--- config.mk ---
export PLATFORM = sky130hd
export DESIGN_NAME = bin2bcd_pipe_flat
export DESIGN_NICKNAME = d
export VERILOG_FILES = /design/src/rtl/bin2bcd_pipe_if.sv /design/src/rtl/bin2bcd_pipe.sv /design/src/flat_wrapper.sv
export SDC_FILE = /design/constraint.sdc
export NUM_CORES = 1
export LEC_CHECK = 0
export CORE_UTILIZATION = 40
export DETAILED_ROUTE_END_ITERATION = 10
export SLEW_MARGIN = 20
export SYNTH_ARGS = -nofsm -noshare
export SYNTH_HDL_FRONTEND = slang
export SYNTH_SLANG_ARGS = --single-unit
export TNS_END_PERCENT = 20
--- constraint.sdc ---
create_clock -name clk -period 5.27 [get_ports clk]
set_clock_uncertainty 0.2 [all_clocks]
set_input_delay 0.527 -clock clk [delete_from_list [all_inputs] [get_ports clk]]
set_output_delay 0.527 -clock clk [all_outputs]
set_load 0.01 [all_outputs]
--- src/rtl/bin2bcd_pipe_if.sv ---
// Handshake bundle for bin2bcd_pipe: operand side (in_*), result side (out_*/bcd/ovf/sign)
// and the busy status. The master drives operands and result acceptance; the slave is the
// converter.
interface bin2bcd_pipe_if #(
  parameter int unsigned BIN_W  = 8,
  parameter int unsigned DIGITS = 3
) ();
  logic                  in_valid;
  logic                  in_ready;
  logic [BIN_W-1:0]      bin_in;
  logic                  out_valid;
  logic                  out_ready;
  logic [4*DIGITS-1:0]   bcd_out;
  logic                  ovf;
  logic                  sign_out;
  logic                  busy;

  modport master (
    output in_valid,
    output bin_in,
    output out_ready,
    input  in_ready,
    input  out_valid,
    input  bcd_out,
    input  ovf,
    input  sign_out,
    input  busy
  );

  modport slave (
    input  in_valid,
    input  bin_in,
    input  out_ready,
    output in_ready,
    output out_valid,
    output bcd_out,
    output ovf,
    output sign_out,
    output busy
  );
endinterface

--- src/rtl/bin2bcd_pipe.sv ---
// Sequential binary-to-BCD converter (shift-and-add-3, one input bit per cycle) with
// valid/ready handshakes on both sides and saturation to all 9s on overflow.
// Optional feature macro: BIN2BCD_SIGNED_EN -- treat bin_in as two's complement, convert
// its magnitude and report the sign on sign_out. Undefined: unsigned input, sign_out = 0.
module bin2bcd_pipe #(
  parameter int unsigned BIN_W  = 8,
  parameter int unsigned DIGITS = 3
) (
  input  logic            clk,
  input  logic            rst_n,
  bin2bcd_pipe_if.slave   bus
);

  localparam int unsigned BCD_W = 4 * DIGITS;
  localparam int unsigned CNT_W = (BIN_W > 1) ? $clog2(BIN_W + 1) : 1;

  localparam logic [1:0] ST_IDLE = 2'd0;
  localparam logic [1:0] ST_CONV = 2'd1;
  localparam logic [1:0] ST_DONE = 2'd2;

  localparam logic [BCD_W-1:0] NINES    = {DIGITS{4'h9}};
  localparam logic [CNT_W-1:0] CNT_LAST = CNT_W'(BIN_W - 1);

  logic [1:0]       r_state;
  logic [CNT_W-1:0] r_cnt;
  logic [BIN_W-1:0] r_shift;
  logic [BCD_W-1:0] r_bcd;
  logic [BCD_W-1:0] r_bcd_out;
  logic             r_ovf;
  logic             r_sign;
  logic             r_in_ready;

  logic [1:0]       w_state_nxt;
  logic             w_accept;
  logic             w_last;
  logic [BCD_W-1:0] w_bcd_adj;
  logic [BCD_W-1:0] w_bcd_shl;
  logic             w_ovf_nxt;
  logic [BIN_W-1:0] w_mag;
  logic             w_sign;

`ifdef BIN2BCD_SIGNED_EN
  // Magnitude as BIN_W-bit unsigned, so the most-negative value maps to 2^(BIN_W-1).
  assign w_sign = bus.bin_in[BIN_W-1];
  assign w_mag  = w_sign ? (~bus.bin_in + BIN_W'(1)) : bus.bin_in;
`else
  assign w_sign = 1'b0;
  assign w_mag  = bus.bin_in;
`endif

  assign w_accept = (r_state == ST_IDLE) && r_in_ready && bus.in_valid;
  assign w_last   = (r_cnt == CNT_LAST);

  // Add-3 correction on every digit in parallel; a digit <= 9 never carries out.
  always_comb begin
    w_bcd_adj = r_bcd;
    for (int d = 0; d < int'(DIGITS); d++) begin
      if (r_bcd[4*d +: 4] >= 4'd5) begin
        w_bcd_adj[4*d +: 4] = r_bcd[4*d +: 4] + 4'd3;
      end
    end
  end

  // Shift the next operand bit in; a bit falling out of the top digit means overflow.
  assign w_bcd_shl = {w_bcd_adj[BCD_W-2:0], r_shift[BIN_W-1]};
  assign w_ovf_nxt = r_ovf | w_bcd_adj[BCD_W-1];

  // Next-state decode for IDLE -> CONV -> DONE -> IDLE.
  always_comb begin
    w_state_nxt = r_state;
    case (r_state)
      ST_IDLE: if (w_accept)       w_state_nxt = ST_CONV;
      ST_CONV: if (w_last)         w_state_nxt = ST_DONE;
      ST_DONE: if (bus.out_ready)  w_state_nxt = ST_IDLE;
      default:                     w_state_nxt = ST_IDLE;
    endcase
  end

  // State, datapath and output registers; reset clears everything including in_ready.
  always_ff @(posedge clk or negedge rst_n) begin
    if (!rst_n) begin
      r_state    <= ST_IDLE;
      r_cnt      <= '0;
      r_shift    <= '0;
      r_bcd      <= '0;
      r_bcd_out  <= '0;
      r_ovf      <= 1'b0;
      r_sign     <= 1'b0;
      r_in_ready <= 1'b0;
    end else begin
      r_state    <= w_state_nxt;
      // Registered so in_ready stays low through reset and rises only in IDLE.
      r_in_ready <= (w_state_nxt == ST_IDLE);
      case (r_state)
        ST_IDLE: begin
          if (w_accept) begin
            r_shift   <= w_mag;
            r_bcd     <= '0;
            r_bcd_out <= '0;
            r_ovf     <= 1'b0;
            r_sign    <= w_sign;
            r_cnt     <= '0;
          end
        end
        ST_CONV: begin
          r_bcd   <= w_bcd_shl;
          r_shift <= r_shift << 1;
          r_ovf   <= w_ovf_nxt;
          r_cnt   <= r_cnt + CNT_W'(1);
          if (w_last) begin
            r_bcd_out <= w_ovf_nxt ? NINES : w_bcd_shl;
          end
        end
        default: ;
      endcase
    end
  end

  assign bus.in_ready  = r_in_ready;
  assign bus.out_valid = (r_state == ST_DONE);
  assign bus.busy      = (r_state == ST_CONV);
  assign bus.bcd_out   = r_bcd_out;
  assign bus.ovf       = r_ovf;
  assign bus.sign_out  = r_sign;

endmodule

--- src/flat_wrapper.sv ---
// flat-port wrapper written by rule: the top's interface ports become plain ports
module bin2bcd_pipe_flat 
#(
  parameter int unsigned BIN_W  = 8,
  parameter int unsigned DIGITS = 3
)
  (clk, rst_n, bus_in_valid, bus_bin_in, bus_out_ready, bus_in_ready, bus_out_valid, bus_bcd_out, bus_ovf, bus_sign_out, bus_busy);
  bin2bcd_pipe_if #(.BIN_W(BIN_W), .DIGITS(DIGITS)) bus_i ();
  input  logic clk;
  input  logic rst_n;
  input wire logic [$bits(bus_i.in_valid)-1:0] bus_in_valid;
  input wire logic [$bits(bus_i.bin_in)-1:0] bus_bin_in;
  input wire logic [$bits(bus_i.out_ready)-1:0] bus_out_ready;
  output wire logic [$bits(bus_i.in_ready)-1:0] bus_in_ready;
  output wire logic [$bits(bus_i.out_valid)-1:0] bus_out_valid;
  output wire logic [$bits(bus_i.bcd_out)-1:0] bus_bcd_out;
  output wire logic [$bits(bus_i.ovf)-1:0] bus_ovf;
  output wire logic [$bits(bus_i.sign_out)-1:0] bus_sign_out;
  output wire logic [$bits(bus_i.busy)-1:0] bus_busy;
  assign bus_i.in_valid = bus_in_valid;
  assign bus_i.bin_in = bus_bin_in;
  assign bus_i.out_ready = bus_out_ready;
  assign bus_in_ready = bus_i.in_ready;
  assign bus_out_valid = bus_i.out_valid;
  assign bus_bcd_out = bus_i.bcd_out;
  assign bus_ovf = bus_i.ovf;
  assign bus_sign_out = bus_i.sign_out;
  assign bus_busy = bus_i.busy;
  bin2bcd_pipe #(.BIN_W(BIN_W), .DIGITS(DIGITS)) u_core (.clk(clk), .rst_n(rst_n), .bus(bus_i));
endmodule
==> flow_summary.toml, run 1 <==
[critical_path]
arrival_ns = 2.31
r2r-start = "u_core.r_state[1]$_DFF_PN0_"
critPathRequiredTime_ns = 4.54
crit_path_max_fanout = 35
r2r-end = "u_core.bus.bcd_out[9]$_DFFE_PN0P_"
path_class = "reg2out"
r2r_slack_ns = 2.84
rr_worst_depth = 5
path_buf_inv = 2
slowest_delay_ns = 0.66
endpoint_kind = "output pin"
start_kind = "flip-flop"
slowest_stage = "clkdlybuf4s50_1"
cpLargestDelayFamily = "buffers and inverters"
crit_chain = "nand2b_1, inv_2, clkdlybuf4s50_1"

[timing]
worst_pin_slew_ns = 0.896
finalCritPeriodShare_pct = 57.6
hold_viol = 0
rsz0062_at_grt = "false"
finalCriticalPeriod_ns = 3.04
slew_violations = 0
fin_ws_ns = 2.23
maxSlewHeadroom_pct = 40.3
setup_violations = 0
max_freq_mhz = 329
tns_ns = 0

[clock_network]
hold_buffers = 0
post_cts_resized = 0
cts_buffer_depth = 2
clock-sinks = 40
clk_pin_slew_ns = 0.08
numCtsBuffers = 5
postCtsSetupBuffers = 0
tritoncts = "yes"
ctsRootBufferMaster = "clkbuf_8"
clk_latency_ns = 0.29
htreeDepth = 2

[yosys]
synth_area_um2 = 2000
postSynthCellCount = 188
synthesis.nets = 207
ys_seq_area_share_pct = 49.9
ys_seq_elements = 40
synth_edf_count = 0
synth.distinct_cells = 38
yosys_warnings = 0
syn_avg_cell_area_um2 = 10.7
yosys_most_used_dff = "dfrtp_1"
yosys.area.top_type = "dfrtp_1"
synth_area_leaders = "dfrtp_1, ha_1, mux2i_1"
synthArstFlopShare_pct = 100
netlist.area_leader.share_pct = 49.9

[finish]
diodes = 0
layout-drive-gt1-share_pct = 7.98
final_core_util_pct = 49.7
fin_nets = 232
final_cell_area_um2 = 2380
nFillCells = 457
areaGrowthSynthToFinish_pct = 18.7

[global_routing]
overflow = 0
grt_pass1_wl_um = 6890
grt_start_max_net_pins = 41
grt_usage_pct = 17.5
antenna_found_initial = 0
grt_pass1_vias = 1499

[die]
io_pins = 29
start_util_pct = 41.9
die_y_um = 72.8
rows = 25
die_x_um = 72.8
dieArea_um2 = 5300
core_area_um2 = 4790

[placed_design]
dp_hpwl_um = 2830
placed_area_um2 = 2300
post-place-ws_ns = 2.54
gp_congestion = 0.798
portBuffers = 27

[routing]
route.detailed.drc = 0
viasPerCell = 5.24
routed-via-count = 1466
drt_iter0_markers = 91
drt-total-wl_um = 4070
ant_nets = 0
wl_per_cell_um = 14.5
first_pass_iters = 5

[pwr]
intPower_mw = 0.870
power_switching_mw = 0.612
powerDensity_nw_per_um2 = 623
pwr-share-clk_pct = 12.8
swShare_pct = 41.3
seqPwrFrac_pct = 38.0
ir_drop_uv = 229
pwr-share-comb_pct = 49.2
leakage_nw = 1.05

[hold_path]
hold_path.class = "in2async"

[run_status]
status = "completed"

[flow_run]
cap_violations = 0
==> cell usage after synthesis, drive strengths merged, types with 3 or more instances <==
cell,number
or3b,3
dfrtp,40
inv,9
a21oi,11
a21o,10
a31oi,3
mux2i,8
a32o,3
nand2b,5
xnor2,4
buf,7
a211oi,6
nor2,12
nand2,19
o21ai,19
ha,7
a22o,7
==> how the worst max path moves through the flow <==
stage | start | endpoint | slack, ns | cells past startpoint
finish | u_core.r_state[1]$_DFF_PN0_ | bus_busy | 2.23 | 3
global route | u_core.r_state[1]$_DFF_PN0_ | bus_busy | 2.10 | 3
CTS | u_core.r_state[1]$_DFF_PN0_ | bus_busy | 2.23 | 3
detailed placement | u_core.r_state[1]$_DFF_PN0_ | bus_busy | 2.54 | 3
global placement | u_core.r_state[1]$_DFF_PN0_ | bus_busy | 2.58 | 3
floorplan | u_core.r_bcd[9]$_DFFE_PN0P_ | u_core.bus.bcd_out[1]$_DFFE_PN0P_ | 3.52 | 6
==> state kept, by name (all words and copies together), names as in the netlist <==
| register | cells |
|---|---|
| u_core.bus.bcd_out | 12 |
| u_core.r_bcd | 12 |
| u_core.r_shift | 8 |
| u_core.r_cnt | 4 |
| u_core.r_state | 2 |
| u_core.bus.in_ready | 1 |
| u_core.bus.ovf | 1 |
==> power by group through the flow <==
stage | Combinational (mW) | Clock [mW] | Sequential, mW
after floorplan | 0.510 | 0 | 0.559
after global placement | 0.714 | 0 | 0.557
after detailed placement | 0.734 | 0 | 0.566
after CTS | 0.738 | 0.196 | 0.562
after global routing | 0.813 | 0.208 | 0.581
final | 0.729 | 0.190 | 0.564
==> placed cells by master, fill, tap and decap left out, drive strengths merged, types with 4 or more instances in the layout <==
master	instances
a21o	10
mux2i	8
nand2b	5
inv	9
xnor2	4
nor2	12
o21ai	19
dfrtp	40
a22o	7
clkdlybuf4s50	26
ha	7
a211oi	6
nand2	19
clkbuf	6
a21oi	11
==> layer usage <==
| layer | vias up | track usage (%) | part of all wire [%] |
|---|---|---|---|
| met5 | - | 0 | 0 |
| met4 | 0 | 8.93 | 2.1 |
| met3 | 8 | 3.45 | 5.1 |
| met2 | 43 | 29.2 | 48 |
| met1 | 705 | 21.7 | 45 |
| li1 | 710 | - | - |
==> per-stage QoR <==
| stage | hold slack (ns) | power (mW) | std cells |
|---|---|---|---|
| after floorplan | 0.0314 | 1.07 | 188 |
| after global placement | 0.263 | 1.27 | 273 |
| after detailed placement | 0.275 | 1.30 | 273 |
| after CTS | 0.181 | 1.50 | 280 |
| after global routing | 0.219 | 1.60 | 280 |
| final | 0.150 | 1.48 | 280 |
==> cell families (layout without fill, tap and decap cells) <==
kind of cell,count (synthesis),in the layout,share of synthesized area (%)
compound gates,62,62,21.7
xor+xnor,4,4,1.75
fa+ha+maj,7,7,4.37
buf+inv,18,43,4.31
flops,40,40,49.9
mux,8,8,4.00
other cells,1,1,0.187
simple gates,48,48,13.8
==> layout make-up <==
class,instances,area [um2],share of cell area [%]
Sequential cell,40,1000,42.1
Multi-Input combinational cell,130,917,38.6
Clock buffer,6,72.6,3.05
Timing Repair Buffer,27,265,11.2
Inverter,9,33.8,1.42
Clock inverter,1,5.00,0.210
Tap cell,67,83.8,3.52
Power figures use the tool's default switching activity.
==> inputs of run 2 (changes only) <==
==> constraint.sdc (replaced) <==
create_clock -name clk -period 3.1 [get_ports clk]
set_clock_uncertainty 0.2 [all_clocks]
set_input_delay 0.31 -clock clk [delete_from_list [all_inputs] [get_ports clk]]
set_output_delay 0.31 -clock clk [all_outputs]
set_load 0.01 [all_outputs]
==> run 2 against run 1 <==
Effect of this change: sequential cell count did not move; non-clock buffer count is 4 higher; first-iteration DRC count fell by 48%; critical path depth did not move.
==> flow_summary.toml, run 2 (same netlist as run 1, synthesis figures left out) <==
[timing]
maxSlewHeadroom_pct = 41.0
tns_ns = 0
finalCritPeriodShare_pct = 73.8
worst_pin_slew_ns = 0.885
max_freq_mhz = 437
slew_violations = 0
setup_violations = 0
finalCriticalPeriod_ns = 2.29
hold_viol = 0
rsz0062_at_grt = "false"

[placed_design]
dp.cells = 276
portBuffers = 27
gp_congestion = 0.742
dp_hpwl_um = 3130

[finish]
areaGrowthSynthToFinish_pct = 21.2
final_common_cell = "dfrtp_1"
layout-drive-gt1-share_pct = 9.68
finalNonFillerCells = 284
final_cell_mix = "dfrtp_1, clkdlybuf4s50_1, nand2_1"
fin_nets = 236
nFillCells = 436
diodes = 0

[critical_path]
start_kind = "flip-flop"
crit_path_max_fanout = 18
path_class = "reg2out"
arrival_ns = 1.78
crit_chain = "nand2b_1, inv_2, clkdlybuf4s50_1"
endpoint_kind = "output pin"
critPathRequiredTime_ns = 2.59
slowest_delay_ns = 0.62
slowest_stage = "clkdlybuf4s50_1"

[die]
io_pins = 29
rows = 25
die_x_um = 72.8
core_area_um2 = 4790
dieArea_um2 = 5300
start_util_pct = 41.9
die_y_um = 72.8

[global_routing]
grt_pass1_wl_um = 7510
grt_usage_pct = 18.8
use_met3_pct = 3.45
met2_usage_pct = 31.8
grt_pass1_vias = 1586
overflow = 0
antenna_found_initial = 0
use_met1_pct = 23.8
grt.busiest_layer = "met2"
grt_start_max_net_pins = 41

[routing]
routed-via-count = 1507
ant_nets = 0
wl_per_cell_um = 15.3
drt-total-wl_um = 4340
first_pass_iters = 4
route.detailed.drc = 0
drt_iter0_markers = 47
viasPerCell = 5.31

[clock_network]
clock-sinks = 40
clk_latency_ns = 0.29
tritoncts = "yes"
clk_pin_slew_ns = 0.07
numCtsBuffers = 5
htreeDepth = 2
ctsRootBufferMaster = "clkbuf_8"
cts_buffer_depth = 2

[hold_path]
hold_path.class = "reg2reg"

[pwr]
power.total_mw = 2.61
ir_drop_uv = 457
leakage_nw = 1.08
powerDensity_nw_per_um2 = 1070

[run_status]
status = "completed"

[flow_run]
cap_violations = 0
## run 2: changes by cell type in the layout (fill, tap and decap cells not counted), sizes merged
| cell | previous run | this run |
|---|---|---|
| clkinv | 1 | 0 |
| buf | 1 | 4 |
| dlygate4sd3 | 0 | 1 |
| clkbuf | 6 | 7 |
## run 2: routing by layer
| metal | wire, um | up-vias | part of all wire (%) |
|---|---|---|---|
| met5 | 0 | - | 0 |
| met1 | 1990 | 740 | 46 |
| met4 | 69 | 0 | 1.6 |
| li1 | - | 725 | - |
| met2 | 2120 | 35 | 49 |
| met3 | 167 | 7 | 3.9 |
## run 2: final cells by class
| type | instances | area, um2 | area share (%) |
|---|---|---|---|
| well taps | 67 | 83.8 | 3.45 |
| inverters | 9 | 33.8 | 1.39 |
| clock buffers | 7 | 96.3 | 3.96 |
| multi-input cells | 130 | 917 | 37.7 |
| flip-flops and latches | 40 | 1000 | 41.2 |
| repair buffers | 31 | 298 | 12.3 |
## run 2: path summary, 6_finish.rpt
| check | from | depth (start not counted) | endpoint | slack, ns |
|---|---|---|---|---|
| setup / recovery | u_core.r_state[1]$_DFF_PN0_ | 3 | bus_busy | 0.81 |
| setup reg to reg | u_core.r_cnt[0]$_DFFE_PN0P_ | 5 | u_core.bus.bcd_out[1]$_DFFE_PN0P_ | 1.10 |
| hold / removal | u_core.r_shift[5]$_DFFE_PN0P_ | 2 | u_core.r_shift[6]$_DFFE_PN0P_ | 0.30 |
| max in group asynchronous | rst_n | 2 | u_core.r_bcd[4]$_DFFE_PN0P_ | 1.66 |
| min in group asynchronous | rst_n | 2 | u_core.bus.bcd_out[7]$_DFFE_PN0P_ | 0.48 |
| hold reg to reg | u_core.r_shift[5]$_DFFE_PN0P_ | 2 | u_core.r_shift[6]$_DFFE_PN0P_ | 0.30 |
## run 2: what timing repair did
action | CTS | global route
setup buffers | 0 | 0
resized for setup | 0 | 0
hold buffers | 1 | 0
endpoints found under the hold margin | 40 | 0
## run 2: power breakdown
part           leakage, nW  internal, mW  switching, mW
registers            0.509         0.749          0.209
logic                0.522         0.600          0.687
clock network       0.0503         0.198          0.167
total                 1.08          1.55           1.06
## run 2: worst max-delay path, delay by kind of cell, from the launching register on
family	cells	cell delay [ns]
buf+inv	2	0.94
flops	1	0.39
simple gates	1	0.17
## run 2: metrics by stage
stage                     hold WS, ns  utilization (%)  cell area (um2)  setup slack, ns
after global placement          0.262             48.5             2320             1.02
after global routing            0.313             50.8             2430            0.719
after detailed placement        0.281             48.5             2320            0.918
after CTS                       0.301             50.8             2430            0.799
after floorplan                -0.186                -             2000             1.35
final                           0.296             50.8             2430            0.812
